[src/rtl/serial_subtractor_pkg.sv]
// Shared definitions for the bit-serial subtractor: FSM state encodings,
// default operand width and the bit-counter width helper.
package serial_subtractor_pkg;

    typedef enum logic [1:0] {
        ST_IDLE  = 2'd0,
        ST_SHIFT = 2'd1,
        ST_DONE  = 2'd2
    } sub_state_e;

    localparam int DEFAULT_WIDTH = 4;

    function automatic int cnt_width(input int width);
        return (width > 2) ? $clog2(width) : 1;
    endfunction

endpackage

[src/rtl/serial_subtractor_if.sv]
// Start/done handshake and operand/result bus between a controlling FSM
// (master) and the serial subtractor (slave).
interface serial_subtractor_if #(
    parameter int WIDTH = 4
);
    logic             start;
    logic [WIDTH-1:0] A;
    logic [WIDTH-1:0] B;
    logic             busy;
    logic             done;
    logic [WIDTH-1:0] Diff;
    logic             Bout;
    logic             V;

    modport master (
        output start, A, B,
        input  busy, done, Diff, Bout, V
    );

    modport slave (
        input  start, A, B,
        output busy, done, Diff, Bout, V
    );
endinterface

[src/rtl/serial_subtractor_full_adder.sv]
// One-bit full-adder cell; the subtractor's only arithmetic element.
module Full_adder (
    input  logic a,
    input  logic b,
    input  logic ci,
    output logic s,
    output logic co
);
    assign s  = a ^ b ^ ci;
    assign co = (a & b) | (a & ci) | (b & ci);
endmodule

[src/rtl/serial_subtractor.sv]
// Bit-serial two's-complement subtractor, Diff = A + ~B + 1, LSB first.
// Optional macro SERIAL_SUB_SAT_EN saturates Diff on signed overflow.
module serial_subtractor
    import serial_subtractor_pkg::*;
#(
    parameter int WIDTH = DEFAULT_WIDTH
) (
    input  logic              clk,
    input  logic              reset,
    serial_subtractor_if.slave bus
);
    localparam int CNT_W = cnt_width(WIDTH);

    sub_state_e       state_q, state_d;
    logic [WIDTH-1:0] sa_q, sa_d;
    logic [WIDTH-1:0] sb_q, sb_d;
    logic [WIDTH-1:0] res_q, res_d;
    logic [CNT_W-1:0] cnt_q, cnt_d;
    logic             carry_q, carry_d;
    logic             busy_q, busy_d;
    logic             done_q, done_d;
    logic [WIDTH-1:0] diff_q, diff_d;
    logic             bout_q, bout_d;
    logic             v_q, v_d;
    logic             fa_s;
    logic             fa_co;

    Full_adder u_fa (
        .a  (sa_q[0]),
        .b  (sb_q[0]),
        .ci (carry_q),
        .s  (fa_s),
        .co (fa_co)
    );

    // Next-state, datapath and result-register logic
    always_comb begin
        state_d = state_q;
        sa_d    = sa_q;
        sb_d    = sb_q;
        res_d   = res_q;
        cnt_d   = cnt_q;
        carry_d = carry_q;
        diff_d  = diff_q;
        bout_d  = bout_q;
        v_d     = v_q;
        case (state_q)
            ST_IDLE, ST_DONE: begin
                if (bus.start) begin
                    sa_d    = bus.A;
                    sb_d    = ~bus.B;
                    carry_d = 1'b1;
                    cnt_d   = '0;
                    state_d = ST_SHIFT;
                end else begin
                    state_d = ST_IDLE;
                end
            end
            ST_SHIFT: begin
                carry_d = fa_co;
                res_d   = {fa_s, res_q[WIDTH-1:1]};
                sa_d    = {1'b0, sa_q[WIDTH-1:1]};
                sb_d    = {1'b0, sb_q[WIDTH-1:1]};
                if (cnt_q == CNT_W'(WIDTH - 1)) begin
                    // carry_q is the carry into the MSB on this final bit
                    state_d = ST_DONE;
                    diff_d  = res_d;
                    bout_d  = ~fa_co;
                    v_d     = fa_co ^ carry_q;
`ifdef SERIAL_SUB_SAT_EN
                    if (v_d) begin
                        diff_d = res_d[WIDTH-1] ? {1'b0, {(WIDTH-1){1'b1}}}
                                                : {1'b1, {(WIDTH-1){1'b0}}};
                    end else begin
                        diff_d = res_d;
                    end
`endif
                end else begin
                    cnt_d = cnt_q + CNT_W'(1);
                end
            end
            default: begin
                state_d = ST_IDLE;
            end
        endcase
        busy_d = (state_d == ST_SHIFT);
        done_d = (state_d == ST_DONE);
    end

    // State and output registers with asynchronous reset
    always_ff @(posedge clk or posedge reset) begin
        if (reset) begin
            state_q <= ST_IDLE;
            sa_q    <= '0;
            sb_q    <= '0;
            res_q   <= '0;
            cnt_q   <= '0;
            carry_q <= 1'b0;
            busy_q  <= 1'b0;
            done_q  <= 1'b0;
            diff_q  <= '0;
            bout_q  <= 1'b0;
            v_q     <= 1'b0;
        end else begin
            state_q <= state_d;
            sa_q    <= sa_d;
            sb_q    <= sb_d;
            res_q   <= res_d;
            cnt_q   <= cnt_d;
            carry_q <= carry_d;
            busy_q  <= busy_d;
            done_q  <= done_d;
            diff_q  <= diff_d;
            bout_q  <= bout_d;
            v_q     <= v_d;
        end
    end

    assign bus.busy = busy_q;
    assign bus.done = done_q;
    assign bus.Diff = diff_q;
    assign bus.Bout = bout_q;
    assign bus.V    = v_q;

endmodule

[src/flat_wrapper.sv]
// flat-port wrapper written by rule: the top's interface ports become plain ports
module serial_subtractor_flat import serial_subtractor_pkg::*;
#(
    parameter int WIDTH = DEFAULT_WIDTH
)
  (clk, reset, bus_start, bus_A, bus_B, bus_busy, bus_done, bus_Diff, bus_Bout, bus_V);
  serial_subtractor_if #(.WIDTH(WIDTH)) bus_i ();
  input  logic clk;
  input  logic reset;
  input wire logic [$bits(bus_i.start)-1:0] bus_start;
  input wire logic [$bits(bus_i.A)-1:0] bus_A;
  input wire logic [$bits(bus_i.B)-1:0] bus_B;
  output wire logic [$bits(bus_i.busy)-1:0] bus_busy;
  output wire logic [$bits(bus_i.done)-1:0] bus_done;
  output wire logic [$bits(bus_i.Diff)-1:0] bus_Diff;
  output wire logic [$bits(bus_i.Bout)-1:0] bus_Bout;
  output wire logic [$bits(bus_i.V)-1:0] bus_V;
  assign bus_i.start = bus_start;
  assign bus_i.A = bus_A;
  assign bus_i.B = bus_B;
  assign bus_busy = bus_i.busy;
  assign bus_done = bus_i.done;
  assign bus_Diff = bus_i.Diff;
  assign bus_Bout = bus_i.Bout;
  assign bus_V = bus_i.V;
  serial_subtractor #(.WIDTH(WIDTH)) u_core (.clk(clk), .reset(reset), .bus(bus_i));
endmodule
[config.mk]
export PLATFORM = sky130hd
export DESIGN_NAME = serial_subtractor_flat
export DESIGN_NICKNAME = d
export VERILOG_FILES = /design/src/rtl/serial_subtractor_pkg.sv /design/src/rtl/serial_subtractor_if.sv /design/src/rtl/serial_subtractor_full_adder.sv /design/src/rtl/serial_subtractor.sv /design/src/flat_wrapper.sv
export SDC_FILE = /design/constraint.sdc
export NUM_CORES = 1
export LEC_CHECK = 0
export ABC_AREA = 1
export ABC_CLOCK_PERIOD_IN_PS = 3800
export CAP_MARGIN = 20
export CORE_MARGIN = 1
export CORE_UTILIZATION = 35
export CTS_CLUSTER_DIAMETER = 40
export DETAILED_ROUTE_END_ITERATION = 6
export PLACE_DENSITY = 0.61
export SLEW_MARGIN = 5
export SYNTH_ARGS = -nofsm -noshare
export SYNTH_HDL_FRONTEND = slang
export SYNTH_HIERARCHICAL = 1
export SYNTH_SLANG_ARGS = --single-unit
[constraint.sdc]
create_clock -name clk -period 3.8 [get_ports clk]
set_input_delay 1.14 -clock clk [delete_from_list [all_inputs] [get_ports clk]]
set_output_delay 1.14 -clock clk [all_outputs]
set_load 0.05 [all_outputs]
* Word-level counts from Yosys, hierarchy flattened *
Cells that the tools add are included.

cells by class
  eq/ne operators = 7
  mux-type cells = 12
  reduce and logical (&&, ||, !) cells = 6
  add/sub/neg operators = 1
  bitwise logic cells = 10

operators with widths
  operator                                        count
  case mux 4 bit (2 select lines)                 2
  two-way mux 4 bit                               2
  case mux 2 bit (2 select lines)                 2
  == test 2 bit (second input constant)           3
  two-way mux 2 bit                               3
  == test 2 x 1 -> 1 bit (second input constant)  2
  inequality test 2 bit (second input constant)   2
  inverter 4 bit                                  1
  AND reduction 2 bit                             2
  AND 1 bit                                       3
  AND reduction 3 bit                             1
  XOR 1 bit                                       3
  adder 2 x 1 -> 2 bit (second input constant)    1
  logical NOT 2 bit                               1
  two-way mux 1 bit                               2
  bitwise OR 1 bit                                2
  case mux 1 bit (2 select lines)                 1
  nonzero test 2 bit                              1
  OR reduction 2 bit                              1
  inverter 1 bit                                  1

storage, ports and cells
  input port bits = 11
  output and inout bits = 8
  word-level logic and storage cells = 47
  bits in registers = 25

* Longest topological paths before layout *
  word-level depth = 4
  depth in mapped cells = 7
  gate-level depth less buffers = 6

* Modules after synthesis *
Netlist, hierarchy kept.

by module, submodules not included
  module             sequential area each (um2)  cells an instance  area an instance (um2)  times used
  serial_subtractor  600.6                       120                1056.0                  1
  Full_adder         0.0                         1                  20.0                    1

* Worst setup path after synthesis *
Ideal clock, no wire load.

  path kind = register to output
  from = register u_core.bout_q, in the netlist u_core/bus.Bout
  to = output port bus_Bout
  path buffers = 0
  slack = 2.060 ns
  data arrival time = 0.600 ns
  stages on the path, launching flop included = 1
  cell sequence = dfrtp_1

RTL lines
  what                    line                      source
  start, declared         serial_subtractor.sv:23   logic bout_q, bout_d;
  start signal, assigned  serial_subtractor.sv:114  bout_q <= bout_d;
  end, declared           flat_wrapper.sv:16        output wire logic [$bits(bus_i.Bout)-1:0] bus_Bout;

No word-level cell between the ends.

* Worst setup path after layout *
  from = register u_core.diff_q[1], in the netlist u_core/bus.Diff[1]
  to = output port bus_Diff[1]

RTL lines
  what                    line                      source
  start, declared         serial_subtractor.sv:22   logic [WIDTH-1:0] diff_q, diff_d;
  start signal, assigned  serial_subtractor.sv:113  diff_q <= diff_d;
  end, declared           flat_wrapper.sv:15        output wire logic [$bits(bus_i.Diff)-1:0] bus_Diff;

No word-level cell between the ends.

==> results.md <==
Outcome:
- The flow ran to the end, but the final reports show violations.
- The final reports fail on design-rule violations.

GRT:
- The number of antenna violations at the first check in global routing is 0.
- The first global-routing pass estimated 3312 um of wire.
- The number of global-route vias before repair came to 779.
- Across every metal layer, demand over resource in global routing totals 0.1316.
- The total congestion overflow is 0.
- Entering global routing, the biggest net connects 25 pins.

Hold path:
- The class of the worst hold path is register to register.
- In this run the most critical hold path is launched from u_core/bus.V.
- The path with the worst hold slack has its endpoint at u_core/bus.V.
- The cell depth of the worst hold path is 2.

STA:
- The final number of hold-violating endpoints was 0.
- The number of setup violations in the final report is 0.
- For the pin with the worst max-slew slack, the measured transition is 0.8955 ns.
- The post-route clock skew is 0.008507 ns.
- For the finished layout, the period the worst path requires is 2.620 ns.
- Measured against its own limit, the worst slew margin works out to 0.4023.
- Dividing the final minimum period by the clock period gives 0.6896.
- For this run, the top clock speed supported by timing is 381.6 MHz.
- Once routing completed, OpenROAD measured the worst setup slack at 1.180 ns.
- The max-slew violation count is 0.
- For the final routed database, the setup TNS stands at 0 ns.
- Setup repair after global routing left no endpoint under its margin.

Final layout:
- The number of antenna diodes in the final layout is 0.
- The area growth from synthesis to layout is 22.67%.
- The count of nets after finishing is 154.
- The post-layout instance area is 1320 sq um.
- Counting the fill cells in the layout gives 285.
- The final design utilization is 0.4666.
- The proportion of layout cells with a drive suffix above 1 is 0.07857.

Clock network:
- The count of instances resized after the clock tree is built is 0.
- The clock-pin slew on the worst setup and hold paths is 0.13 ns.
- The clock tree from TritonCTS is done.
- Hold repair after CTS inserted 0 buffers.
- The number of sinks driven by the clock tree is 24.
- In this run the number of H-tree levels came out at 1.
- At the later pin of the worst-skew pair, clock insertion delay measures 0.31 ns.
- The maximum root-to-sink buffer count is 2.
- The clock root buffer is clkbuf_4.
- The CTS buffer count is 3.
- The post-CTS setup-driven buffer insertion count is 0.

Power:
- The power density over the cells is 948.1 nW/um^2.
- The worst-case IR drop observed on VDD is 0.0003369 V.
- The leakage power summed over all cells is 0.6904 nW.

Worst setup path:
- The kind of launch point of the worst setup path is a register.
- The number of cells traversed by the worst register-to-register path is 4.
- Broken down by cell family, the worst path's largest delay share belongs to buffers and inverters.
- The largest stage delay on the critical path is 0.80 ns.
- The classification of the worst setup path is register to primary output.
- The required arrival time at the worst endpoint is 2.66 ns.
- The highest net fanout along the worst path is 2.
- The critical path endpoint category is a primary output.
- The library cell contributing the largest single delay on the critical path is clkdlybuf4s50_1.
- The worst register-to-register path has a setup slack of 2.51 ns.
- Together, buffers and inverters on the worst path number 1.
- Data on the critical path arrives at its endpoint at 1.48 ns.
- In this run the critical register-to-register path is captured at u_core/bus.Diff[0].
- Traced cell by cell, the critical path runs through clkdlybuf4s50_1.
- The worst register-to-register path begins at u_core/state_q[0].

Floorplanning:
- The die is 57.45 um tall.
- The floorplan step defined a die boundary enclosing 3300 sq um.
- The standard cell core area is 2829 sq um.
- The initial utilization of the core area, before any placement, comes to 0.3804.
- The horizontal die dimension is 57.45 um.
- The number of I/O pins is 19.
- In this run the core area contains 19 standard-cell rows.

Detailed routing:
- The remaining antenna violation count is 0.
- The post-detailed-route via-to-cell ratio is 4.573.
- The number of detailed-routing iterations run before antenna repair is 6.
- For this block, the initial DRC count from the detailed router was 10.
- The detailed-route wire length per cell is 10.71 um.
- The total wire length is 1831 um.
- The post-detailed-route DRC marker count is 3.
- The routed layout has 782 vias.

Placed design:
- After detailed placement, the total cell area comes to 1267 sq um.
- The final weighted congestion of routability-driven global placement is 0.7816.
- The number of buffer cells added on primary ports is 18.
- The sum of net half-perimeters after detailed placement is 1293 um.
- The post-place setup slack is 1.522 ns.

Logic synthesis:
- The number of enable-type register cells in the synthesized netlist is 0.
- Ranked by instance count, the synthesized netlist is headed by nand2_1 (37), dfrtp_1 (24), inv_1 (18).
- The summed instance area of the synthesized netlist is 1076 sq um.
- After synthesis, the cell types taking the most area are dfrtp_1 (56%), nand2_1 (13%), nand3_1 (7.4%), inv_1 (6.3%), nand2_4 (3.1%).
- After synthesis the netlist holds a flip-flop and latch count of 24.
- For this run, the leading register cell type out of synthesis is dfrtp_1.
- The top-area cell type share of the netlist area is 0.5581.
- The total nets after synthesis is 134.
- The gate count of the mapped netlist is 121.
- The most common cell in the netlist is nand2_1.
- In this run the mean area of a mapped cell was 8.893 sq um.
- The synthesized design spends more area on one cell type than any other, namely dfrtp_1.
- The number of warnings issued by yosys is 6.
- The number of distinct standard cells referenced by the synthesized netlist is 17.
- The async set or reset register ratio after synthesis is 1.000.
- The sequential fraction of the synthesis area is 0.5581.

Flow run:
- The number of maximum-capacitance constraint violations is 0.
-- layout make-up --
class | instances | area (sq um) | share of cell area
Clock buffer | 3 | 22.52 | 0.01706
Clock inverter | 1 | 30.03 | 0.02275
Inverter | 21 | 81.33 | 0.06161
Multi-Input combinational cell | 73 | 366.6 | 0.2777
Sequential cell | 24 | 600.6 | 0.4550
Tap cell | 31 | 38.79 | 0.02938
Timing Repair Buffer | 18 | 180.2 | 0.1365
-- registers in the layout, summed over array words and instances (netlist names) --
signal,flops
u_core/sa_q,4
u_core/sb_q,4
u_core/bus.done,1
u_core/cnt_q,2
u_core/res_q,3
u_core/carry_q,1
u_core/state_q,2
u_core/bus.Bout,1
u_core/bus.busy,1
u_core/bus.Diff,4
u_core/bus.V,1
-- how the worst max path moves through the flow --
stage | startpoint | depth (start not counted) | to | slack (ns)
after floorplan | u_core/bus.Bout | 0 | bus_Bout | 2.06
after global placement | reset | 2 | u_core/sb_q[1] | 1.52
after detailed placement | reset | 2 | u_core/sb_q[1] | 1.52
after CTS | u_core/bus.Diff[0] | 1 | bus_Diff[0] | 1.16
after global routing | u_core/bus.Diff[1] | 1 | bus_Diff[1] | 1.11
final | u_core/bus.Diff[1] | 1 | bus_Diff[1] | 1.18
-- cell usage in the layout, fill, tap and decap left out --
| cell type | count |
|---|---|
| nand2_4 | 3 |
| bufinv_16 | 1 |
| o21ai_0 | 4 |
| nor2_1 | 3 |
| dfrtp_1 | 24 |
| nand2_1 | 37 |
| inv_1 | 18 |
| fa_1 | 1 |
| nand3_2 | 1 |
| or2_1 | 1 |
| inv_2 | 2 |
| inv_4 | 1 |
| o21ai_1 | 5 |
| nand3_1 | 16 |
| clkdlybuf4s50_1 | 18 |
| clkbuf_4 | 3 |
| ha_1 | 1 |
| xor2_1 | 1 |
-- per-layer routing --
layer | global-route usage | vias to the layer above | wire (um)
li1 | - | 404 | -
met1 | 0.1800 | 362 | 898
met2 | 0.2043 | 16 | 855
met3 | 0.02721 | 0 | 77
met4 | 0.05226 | 0 | 0
met5 | 0 | - | 0
-- stage by stage --
stage	std cells	total power (W)	hold slack [ns]
after floorplan	121	0.0009361	0.4422
after global placement	167	0.001064	0.4603
after detailed placement	167	0.001082	0.4647
after CTS	171	0.001268	0.4990
after global routing	171	0.001369	0.5097
final	171	0.001252	0.4921
-- report_power, final --
part / switching [W] / internal (W)
registers: 0.0000796 / 0.000376
logic: 0.000399 / 0.000215
clock network: 0.0000752 / 0.000107
total: 0.000554 / 0.000697
-- logic make-up (layout without fill, tap and decap cells) --
logic type / Yosys count / count (layout) / synth area share
flip-flops: 24 / 24 / 0.5581
AO/OA/AOI/OAI: 9 / 9 / 0.04186
XOR/XNOR: 1 / 1 / 0.008141
AND/OR/NAND/NOR: 61 / 61 / 0.2605
buffers and inverters: 24 / 43 / 0.1012
adder cells (fa/ha/maj): 2 / 2 / 0.03023
(Power assumes the default switching activity.)
